[src/rtl/transaction_merge.sv]
// rtl/transaction_merge.sv - round-robin merge of four class FIFOs into one outbound word stream
module transaction_merge #(
  parameter int DATA_WIDTH = 12,
  parameter int CNT_WIDTH  = 5
) (
  input  logic                  clk,
  input  logic                  reset,
  input  logic                  init,
  input  logic                  emptyP0,
  input  logic                  emptyP1,
  input  logic                  emptyP2,
  input  logic                  emptyP3,
  input  logic [DATA_WIDTH-1:0] dataInP0,
  input  logic [DATA_WIDTH-1:0] dataInP1,
  input  logic [DATA_WIDTH-1:0] dataInP2,
  input  logic [DATA_WIDTH-1:0] dataInP3,
  output logic                  popP0,
  output logic                  popP1,
  output logic                  popP2,
  output logic                  popP3,
  input  logic                  almostFull,
  output logic [DATA_WIDTH-1:0] dataOut,
  output logic                  pushOut,
  input  logic                  req,
  input  logic [2:0]            idx,
  output logic                  counterValid,
  output logic [CNT_WIDTH-1:0]  counterOut,
  output logic                  idle
);

  typedef enum logic [1:0] {S_RESET, S_INIT, S_IDLE, S_ACTIVE} state_t;

  state_t                state;
  logic [1:0]            ptr;
  logic [3:0]            pop_q;
  logic [1:0]            pop_tag;
  logic                  s2_valid;
  logic                  s2_count;
  logic [1:0]            s2_tag;
  logic [CNT_WIDTH-1:0]  cnt [4];

  logic [3:0]            empty_v;
  logic                  gnt_any;
  logic [1:0]            gnt_idx;
  logic [1:0]            cand;
  logic                  grant;
  logic                  kill;
  logic                  in_flight;
  logic [DATA_WIDTH-1:0] data_sel;

  assign empty_v   = {emptyP3, emptyP2, emptyP1, emptyP0};
  assign {popP3, popP2, popP1, popP0} = pop_q;
  assign in_flight = (|pop_q) | s2_valid;
  assign grant     = (state == S_ACTIVE) & ~init & ~almostFull & gnt_any;
  // Words still in the pipe when init lands are pushed but must not be counted.
  assign kill      = (state == S_INIT) |
                     (init & ((state == S_IDLE) | (state == S_ACTIVE)));

  // Search ptr+1 .. ptr; the last candidate wraps back onto ptr itself.
  always_comb begin
    gnt_any = 1'b0;
    gnt_idx = ptr;
    cand    = ptr;
    for (int i = 1; i <= 4; i++) begin
      cand = ptr + 2'(i);
      if (!gnt_any && !empty_v[cand]) begin
        gnt_any = 1'b1;
        gnt_idx = cand;
      end
    end
  end

  always_comb begin
    case (s2_tag)
      2'd0:    data_sel = dataInP0;
      2'd1:    data_sel = dataInP1;
      2'd2:    data_sel = dataInP2;
      default: data_sel = dataInP3;
    endcase
  end

  always_ff @(posedge clk or posedge reset) begin
    if (reset) begin
      state        <= S_RESET;
      ptr          <= 2'd3;
      pop_q        <= '0;
      pop_tag      <= '0;
      s2_valid     <= 1'b0;
      s2_count     <= 1'b0;
      s2_tag       <= '0;
      dataOut      <= '0;
      pushOut      <= 1'b0;
      counterValid <= 1'b0;
      counterOut   <= '0;
      idle         <= 1'b0;
      for (int k = 0; k < 4; k++) cnt[k] <= '0;
    end else begin
      pop_q <= '0;
      if (grant) begin
        pop_q   <= 4'b0001 << gnt_idx;
        pop_tag <= gnt_idx;
        ptr     <= gnt_idx;
      end

      // FIFO read data lands one cycle after the pop, so the tag trails by one stage.
      s2_valid <= |pop_q;
      s2_count <= (|pop_q) & ~kill;
      s2_tag   <= pop_tag;
      pushOut  <= s2_valid;
      if (s2_valid) dataOut <= data_sel;

      if (state == S_INIT) begin
        ptr <= 2'd3;
        for (int k = 0; k < 4; k++) cnt[k] <= '0;
      end else if (s2_valid && s2_count && !kill) begin
        cnt[s2_tag] <= cnt[s2_tag] + CNT_WIDTH'(1);
      end

      counterValid <= req;
      if (req) counterOut <= idx[2] ? '0 : cnt[idx[1:0]];

      case (state)
        S_RESET: state <= S_INIT;
        S_INIT: begin
          if (!init) begin
            state <= S_IDLE;
            idle  <= 1'b1;
          end
        end
        S_IDLE: begin
          if (init) begin
            state <= S_INIT;
            idle  <= 1'b0;
          end else if (!(&empty_v)) begin
            state <= S_ACTIVE;
            idle  <= 1'b0;
          end
        end
        S_ACTIVE: begin
          if (init) begin
            state <= S_INIT;
          end else if ((&empty_v) && !in_flight) begin
            state <= S_IDLE;
            idle  <= 1'b1;
          end
        end
        default: state <= S_RESET;
      endcase
    end
  end

endmodule
[config.mk]
export PLATFORM = sky130hd
export DESIGN_NAME = transaction_merge
export DESIGN_NICKNAME = d
export VERILOG_FILES = /design/src/rtl/transaction_merge.sv
export SDC_FILE = /design/constraint.sdc
export NUM_CORES = 1
export LEC_CHECK = 0
export CAP_MARGIN = 20
export CORE_MARGIN = 5
export CORE_UTILIZATION = 49
export CTS_BUF_LIST = sky130_fd_sc_hd__clkbuf_4 sky130_fd_sc_hd__clkbuf_8
export DETAILED_ROUTE_END_ITERATION = 6
export PLACE_DENSITY = 0.83
export SLEW_MARGIN = 10
export SYNTH_ARGS = -nofsm -noshare
export SYNTH_HDL_FRONTEND = slang
export SYNTH_SLANG_ARGS = --single-unit
[constraint.sdc]
create_clock -name clk -period 2.38 [get_ports clk]
set_clock_uncertainty 0.1 [all_clocks]
set_input_delay 0.357 -clock clk [delete_from_list [all_inputs] [get_ports clk]]
set_output_delay 0.357 -clock clk [all_outputs]
set_load 0.005 [all_outputs]
==> results.toml, run 1 <==
[yosys]
synthCells = 215
synthMuxAreaShare = 0.2775
synth_warnings = 0
seq_area_frac_synth = 0.4859
avgSynthCellArea_um2 = 12.96
synthFlopType = "dfrtp_1"
synthesis.area_um2 = 2786
synthAdderAreaFrac = 0.004490
synth-compound-area-share = 0.05388
synth_edf_count = 0
synth_top_cell_area_share = 0.4670
synth-seq-cells = 54
synth_cell_types = 42
synth_xor_xnor_area_share = 0.006286
async_flop_share = 1.000
synth_area_leaders = "dfrtp_1, mux4_2, mux2i_1, mux2_2, nor4_4"
synth_largest_area_cell = "dfrtp_1"
synthSimpleGateAreaFrac = 0.1338
syn_nets = 276
synth_top_family_by_area = "multiplexers"

[timing]
max-slew-margin-rel = 0.4954
worst_pin_slew_ps = 756.9
max_freq_mhz = 468.1
finalSetupViolCount = 0
period_share = 0.8976
hold_viol_final = 0
maxSlewViolCount = 0
tns_ps = 0
rsz0062_at_grt = "false"
period_needed_ps = 2136

[finish]
layout_commonest_cell = "clkdlybuf4s50_1"
n_antenna_cell = 0
final_cell_mix = "clkdlybuf4s50_1, dfrtp_1, mux4_2, nand2_1, mux2i_1"
instances_no_fill = 380
area_delta_synth_final_pct = 38.75
seq_area_um2 = 1354
nets = 368
drive_gt1_frac = 0.2013
nFillCells = 390
multiInputGateArea_um2 = 1326
final_core_utilization = 0.7021

[power_and_ir_drop]
p_leak_nw = 1.571
power_density_nw_per_um2 = 667.7
ir_worst_vdd_mv = 0.4001

[setup_path]
crit_family = "flip-flops"
end_kind = "flop"
cp-start-kind = "flop"
required_ps = 2470
critPathKind = "flop to flop"
crit_buf_inv = 1
slowest_stage = "dfrtp_1"
crit_chain = "buf_4, mux4_2, ha_1, xnor2_1, o21ai_0"
cp.arrival_ps = 2220
max_stage_delay_ps = 410
crit_fanout = 9

[global_route]
grt_pass1_wl_mm = 11.20
grt_pass1_vias = 2281
grt_max_degree = 28
track_usage = 0.1979
antenna_found_initial = 0
grt-ovfl-total = 0

[clock_tree]
clock_path_buffers = 2
cts_tree = "built"
cts_setup_buffers = 0
numClockSinks = 54
cts_inserted_buffers = 5
cts_resized = 0
cts_root_buf = "clkbuf_8"
htree_levels = 2
clk_latency_ps = 310
path_clk_slew_ps = 100
hold_buffers = 0

[floorplanning]
dieWidth_um = 85.41
coreArea_um2 = 5507
num_io_pins = 84
die_y_um = 85.41
num_rows = 27
start_util = 0.5060
die-area_um2 = 7295

[place]
dp.cells = 372
finalWeightedCongestion = 0.8742
port_buffers = 83
dpl.hpwl_mm = 5.284

[drt]
drc = 0
ant_nets = 0
drt_pass1_iterations = 5
routed-via-count = 2149
drt_iter0_drc = 98
wire_per_inst_um = 17.77
avgViaCountPerCell = 5.655
wl_mm = 6.754

[outcome]
status = "finished, final reports clean"

[worst_hold_path]
hp-class = "input port to asynchronous set/reset pin"

[run]
maxCapViolCount = 0
[registers in the layout, indices dropped and copies added (netlist names), 2 cells and up]
register	cells
pop_q	4
ptr	2
cnt	20
dataOut	12
state	2
counterOut	5
s2_tag	2
pop_tag	2
[metal layers]
layer | vias to the layer above | wire, µm | share of wire | global-route usage
met5 | - | 0 | 0 | 0
met4 | 0 | 159 | 0.024 | 0.08201
met3 | 14 | 369 | 0.055 | 0.03981
met2 | 71 | 3615 | 0.54 | 0.3453
met1 | 1088 | 2610 | 0.39 | 0.2375
li1 | 976 | - | - | -
[path summary, 6_finish.rpt]
check                      depth (start not counted)  slack (ps)        end  startpoint
min                                                2         200     cnt[6]       reset
min reg2reg                                        0         280  s2_tag[0]  pop_tag[0]
min in group clk                                   0         280  s2_tag[0]  pop_tag[0]
max in group asynchronous                          3        1400     ptr[1]       reset
max reg2reg                                        5         240     cnt[2]   s2_tag[0]
max                                                5         240     cnt[2]   s2_tag[0]
[kinds of logic (layout without fill, tap and decap cells)]
family / after synthesis / in the layout
buf+inv: 24 / 117
compound gates: 22 / 22
simple gates: 63 / 63
xor+xnor: 2 / 2
flops: 54 / 54
fa+ha+maj: 1 / 1
mux: 49 / 49
[synthesized netlist by cell type, drive strengths merged, types with 2 or more instances]
library cell / n
nand4: 4
buf: 5
dfrtp: 52
mux2: 13
inv: 15
o211ai: 3
o21ai: 8
clkbuf: 4
o22ai: 5
nor3b: 2
o21a: 2
mux4: 21
dfstp: 2
or4: 2
nand2b: 3
nor2: 14
or3: 2
nand2: 16
nor2b: 2
and2b: 2
nor4: 5
mux2i: 15
nand3: 6
[layout make-up]
cell class | count | area share
Timing Repair Buffer | 94 | 0.2395
Clock buffer | 6 | 0.01974
Clock inverter | 2 | 0.009709
Multi-Input combinational cell | 137 | 0.3430
Sequential cell | 54 | 0.3502
Inverter | 15 | 0.01456
Tap cell | 72 | 0.02330
[stage by stage]
stage / power, mW / instance area [µm²] / worst slack (ps) / hold slack (ps)
after global placement: 1.961 / 3752 / 215.6 / 260.1
after floorplan: 1.551 / 2786 / 473.5 / 254.3
after global routing: 2.704 / 3866 / 103.1 / 219.4
after detailed placement: 1.983 / 3752 / 195.9 / 264.5
final: 2.581 / 3866 / 243.8 / 201.3
after CTS: 2.601 / 3866 / 274.3 / 206.5
[where the power goes]
part | internal, mW | total, mW | leakage, nW | switching, mW
clock network | 0.326 | 0.628 | 0.0548 | 0.302
registers | 1.05 | 1.13 | 0.700 | 0.0750
logic | 0.528 | 0.826 | 0.816 | 0.298
total | 1.91 | 2.58 | 1.57 | 0.675
(Power assumes the default switching activity.)
==> run 2: changes to the inputs <==
Settings changed: ABC_AREA set to 1, CORE_MARGIN 5 to unset, CORE_UTILIZATION 49 to 50.
==> run 2 against run 1 <==
Global-route usage grew 5.6 points. First-iteration DRC count increased by 120%. Count of clock-buffer cells in the layout is 1 higher. Critical path depth grew 6. Largest cell class is now multi-input combinational cells. Design area increased by 2.3%. Sequential cell count did not move. Sequential power up 4%.
==> results.toml, run 2 <==
[yosys]
avgSynthCellArea_um2 = 7.529
synth_edf_count = 0
synth_common_cells = "nand2_1, dfrtp_1, inv_1"
syn_nets = 455
synth_warnings = 0
synthesis.area_um2 = 2967
synth_top_cell_area_share = 0.4386
synth_largest_area_cell = "dfrtp_1"
seq_area_frac_synth = 0.4563
synthAdderAreaFrac = 0.004218
synthMuxAreaShare = 0
async_flop_share = 1.000
synth_top_family_by_area = "simple AND/OR/NAND/NOR gates"
synth_xor_xnor_area_share = 0.005483
synth-compound-area-share = 0.1468
synthFlopType = "dfrtp_1"
synth_most_common_cell = "nand2_1"
synth-seq-cells = 54
synth_area_leaders = "dfrtp_1, nand2_1, inv_1, nand3_1, o21ai_0"
synthSimpleGateAreaFrac = 0.3070
synth_cell_types = 30
synthCells = 394

[floorplanning]
dieWidth_um = 79.03
die_y_um = 79.03
num_rows = 27
start_util = 0.5290
num_io_pins = 84
coreArea_um2 = 5608
die-area_um2 = 6245

[global_route]
grt_pass1_vias = 2663
grt_max_degree = 29
grt_pass1_wl_mm = 12.23
track_usage = 0.2534
antenna_found_initial = 0
grt-ovfl-total = 0

[timing]
finalSetupViolCount = 0
tns_ps = 0
max_freq_mhz = 516.3
rsz0062_at_grt = "false"
worst_pin_slew_ps = 574.1
whs_ps = 290.5
period_needed_ps = 1937
hold_viol_final = 0
period_share = 0.8138
maxSlewViolCount = 0
max-slew-margin-rel = 0.6169

[finish]
area_delta_synth_final_pct = 33.32
final_core_utilization = 0.7053
design_area_um2 = 3955
final_cell_mix = "nand2_1, clkdlybuf4s50_1, dfrtp_1, inv_1, nand3_1"
layout_commonest_cell = "nand2_1"
largest_reg_flops = 20
nets = 538
n_antenna_cell = 0
nFillCells = 469
top_regs = "cnt: 20 flops, dataOut: 12 flops, counterOut: 5 flops"
drive_gt1_frac = 0.08577
regMostFlops = "cnt"

[clock_tree]
cts_tree = "built"
cts_root_buf = "clkbuf_8"
clk_latency_ps = 300
htree_levels = 2
cts_setup_buffers = 0
path_clk_slew_ps = 90
clock_path_buffers = 2
numClockSinks = 54
cts_inserted_buffers = 5
hold_buffers = 0
cts_resized = 0

[setup_path]
critPathKind = "flop to flop"
rr_worst_depth = 11
rrSetupSlack_ps = 440
cp-start-kind = "flop"
end_kind = "flop"
crit_fanout = 16
required_ps = 2480
cp.arrival_ps = 2030

[power_and_ir_drop]
p_leak_nw = 1.941
ir_worst_vdd_mv = 0.3997
power_density_nw_per_um2 = 690.2
report.power.total_mw = 2.730

[place]
dpl.hpwl_mm = 5.670
port_buffers = 83
placed_cell_area_um2 = 3860
finalWeightedCongestion = 0.9833

[drt]
wire_per_inst_um = 13.51
drt_pass1_iterations = 4
avgViaCountPerCell = 5.258
routed-via-count = 2892
drt_iter0_drc = 213
ant_nets = 0
wl_mm = 7.431
drc = 0

[worst_hold_path]
hold_depth = 0
hp-class = "flop to flop"

[outcome]
status = "finished, final reports clean"

[run]
maxCapViolCount = 0
## run 2: changes by cell type in the layout (fill, tap and decap cells not counted), sizes merged, moves of 5 or more
cell    before  now
a21oi        0   15
a221oi       0   12
buf         11    2
inv         15   48
mux2        13    0
mux2i       15    0
mux4        21    0
nand2       16  153
nand3        6   27
nor2        14   27
nor4         5    0
o21ai        8   29
o22ai        5   11
## run 2: per-layer routing
layer / up-vias / part of all wire / global-route usage / wire length [µm]
met3: 12 / 0.10 / 0.06667 / 755
met4: 0 / 0.019 / 0.08727 / 138
met1: 1293 / 0.43 / 0.3263 / 3206
met5: - / 0 / 0 / 0
li1: 1447 / - / - / -
met2: 140 / 0.45 / 0.4129 / 3331
## run 2: final cells by class
class / count / area (µm²) / area share
clock inverter: 1 / 5.005 / 0.001265
clock buffer: 7 / 90.09 / 0.02278
inverter: 48 / 182.7 / 0.04619
multi-input combinational: 283 / 1375 / 0.3477
timing repair buffer: 85 / 858.3 / 0.2170
tap: 72 / 90.09 / 0.02278
sequential: 54 / 1354 / 0.3423
## run 2: per-stage QoR
step	setup slack (ps)	instances
6_report	443.2	550
5_1_grt	250.7	550
4_1_cts	422.5	550
3_5_place_dp	382.2	542
3_3_place_gp	417.1	542
2_1_floorplan	611.7	394
## run 2: cells by family (layout without fill, tap and decap cells)
kind of cell | after synthesis | count (layout)
buf+inv | 57 | 141
simple gates | 210 | 210
compound gates | 71 | 71
flops | 54 | 54
xor+xnor | 1 | 1
fa+ha+maj | 1 | 1
## run 2: report_power, final
group / leakage, nW / switching, mW / internal [mW] / total (mW)
sequential: 0.709 / 0.0995 / 1.07 / 1.17
clock: 0.0517 / 0.283 / 0.247 / 0.530
combinational: 1.18 / 0.536 / 0.498 / 1.03
## run 2: worst paths after layout
| check | endpoint | startpoint |
|---|---|---|
| min reg2reg | s2_tag[1] | pop_tag[1] |
| max | cnt[9] | s2_tag[0] |
| min in group asynchronous | idle | reset |
| max in group asynchronous | cnt[19] | reset |
| max reg2reg | cnt[9] | s2_tag[0] |
| min | s2_tag[1] | pop_tag[1] |
## run 2: worst max-delay path: stages, from the launching register on
cell and delay, ps:
dfrtp_1 450, inv_1 90, nand2_2 80, inv_4 180
a21oi_2 80, nand2_2 130, ha_1 230, inv_1 90
nor2_4 110, nand3_1 130, nand3_1 120, nand2_1 50
==> run 3: changes to the inputs <==
Settings changed: CORE_UTILIZATION 50 to 45, PLACE_DENSITY 0.83 to 0.79.
Clock period 2.38 ns to 1.66 ns, I/O delays scaled along.
==> run 3 against run 2 <==
The flow now finishes with violations (setup timing). Die area is 11% higher. Final cell count grew 6.9%. Critical path depth is 4 lower. Count of clock-buffer cells in the layout unchanged. Clock power up 41%. Register-to-register slack worse by 530 ps. Setup slack got worse by 530 ps. Maximum frequency rose by 11%.
==> results.toml, run 3 (synthesis gave the netlist of run 2 again) <==
[setup_path]
crit_chain = "nand2_2, nor2_1, a21oi_1, nand2_1, ha_4, xor2_2, o21ai_0"
cp-start-kind = "flop"
end_kind = "flop"
crit_fanout = 4
crit_buf_inv = 0
slowest_stage = "dfrtp_2"
crit_family = "flip-flops"
cp.arrival_ps = 1810
critPathKind = "flop to flop"
max_stage_delay_ps = 480
required_ps = 1730

[clock_tree]
clock_path_buffers = 2
htree_levels = 2
cts_root_buf = "clkbuf_8"
cts_tree = "built"
clk_latency_ps = 310
numClockSinks = 54
cts_inserted_buffers = 5
path_clk_slew_ps = 100

[finish]
nets = 571
drive_gt1_frac = 0.2114
final_cell_mix = "nand2_1, clkdlybuf4s50_1, dfrtp_1, inv_1, buf_4"
top_regs = "cnt: 20 flops, dataOut: 12 flops, counterOut: 5 flops"
layout_commonest_cell = "nand2_1"
instances_no_fill = 588
largest_reg_flops = 20
n_antenna_cell = 0
regMostFlops = "cnt"
area_delta_synth_final_pct = 47.28

[global_route]
antenna_found_initial = 0
grt_max_degree = 25
grt_pass1_wl_mm = 13.88
grt_pass1_vias = 3141
grt-ovfl-total = 0
track_usage = 0.2444

[timing]
period_share = 1.054
worst_pin_slew_ps = 587.1
maxSlewViolCount = 0
period_needed_ps = 1749
setup_slack_ps = -89.37
rsz0062_at_grt = "true"
max_freq_mhz = 571.6
finalSetupViolCount = 17
max-slew-margin-rel = 0.6082
hold_viol_final = 0

[drt]
drt_iter0_drc = 176
routed-via-count = 3113
ant_nets = 0
drc = 0
avgViaCountPerCell = 5.294
wl_mm = 8.363
drt_pass1_iterations = 4
wire_per_inst_um = 14.22

[place]
port_buffers = 83
dp.cells = 573
place_ws_ps = -166.4
finalWeightedCongestion = 0.8870
dpl.hpwl_mm = 6.187

[outcome]
status = "complete, but fails checks"
violations = "setup timing"

[worst_hold_path]
hp-class = "input port to asynchronous set/reset pin"

[floorplanning]
num_io_pins = 84
die-area_um2 = 6921
dieWidth_um = 83.20
start_util = 0.4672
num_rows = 29
die_y_um = 83.20
coreArea_um2 = 6350

[power_and_ir_drop]
ir_worst_vdd_mv = 0.7280
power_density_nw_per_um2 = 991.8
p_leak_nw = 2.114

[run]
maxCapViolCount = 0
run 3: worst paths after layout:
path / end / slack [ps] / startpoint / depth (start not counted)
max: cnt[17] / -90 / s2_tag[0] / 7
min: pushOut / 160 / reset / 2
max reg2reg: cnt[17] / -90 / s2_tag[0] / 7
min reg2reg: s2_tag[1] / 280 / pop_tag[1] / 0
max in group asynchronous: counterValid / 800 / reset / 3
min in group clk: s2_tag[1] / 280 / pop_tag[1] / 0
run 3: power by group:
group          leakage, nW  switching [mW]  internal, mW
registers            0.706           0.155          1.53
clock network       0.0453           0.416         0.332
logic                 1.36           0.935         0.961
run 3: layer usage:
metal	wire, µm	up-vias	GRT usage
li1	-	1521	-
met4	184	0	0.09404
met2	4176	108	0.4247
met1	3480	1464	0.3005
met3	521	20	0.04573
met5	0	-	0
run 3: worst reg2reg max path, cell delays in order, from the launching register on:
cell     delay, ps
dfrtp_2        480
nand2_2        130
nor2_1          60
a21oi_1        110
nand2_1        120
ha_4           200
xor2_2         260
o21ai_0        160
run 3: per-stage QoR:
stage	hold slack (ps)	TNS, ps	instance area [µm²]	util	total power [mW]
after floorplan	180.4	0	2983	-	2.520
after global placement	263.0	-622.9	4065	0.6402	3.303
after detailed placement	261.5	-1635	4065	0.6402	3.356
after CTS	146.2	-12.14	4223	0.6650	4.140
after global routing	195.0	-3145	4369	0.6881	4.591
final	160.1	-581.2	4369	0.6881	4.333
run 3: repair_timing:
| item | CTS | global route |
|---|---|---|
| endpoints found under the setup margin | 20 | 27 |
| buffers inserted | 5 | 3 |
| pin swaps | 7 | 19 |
| gates cloned | 0 | 0 |
| hold buffers | 0 | 0 |
| gates resized for setup | 11 | 35 |
run 3: cell type report:
cell class              instances  area [µm²]
repair buffers                118        1116
fillers                       498        1981
inverters                      48       188.9
multi-input cells             283        1520
flip-flops and latches         54        1356
clock buffers                   7       83.83
well taps                      77       96.34
clock inverters                 1       7.507
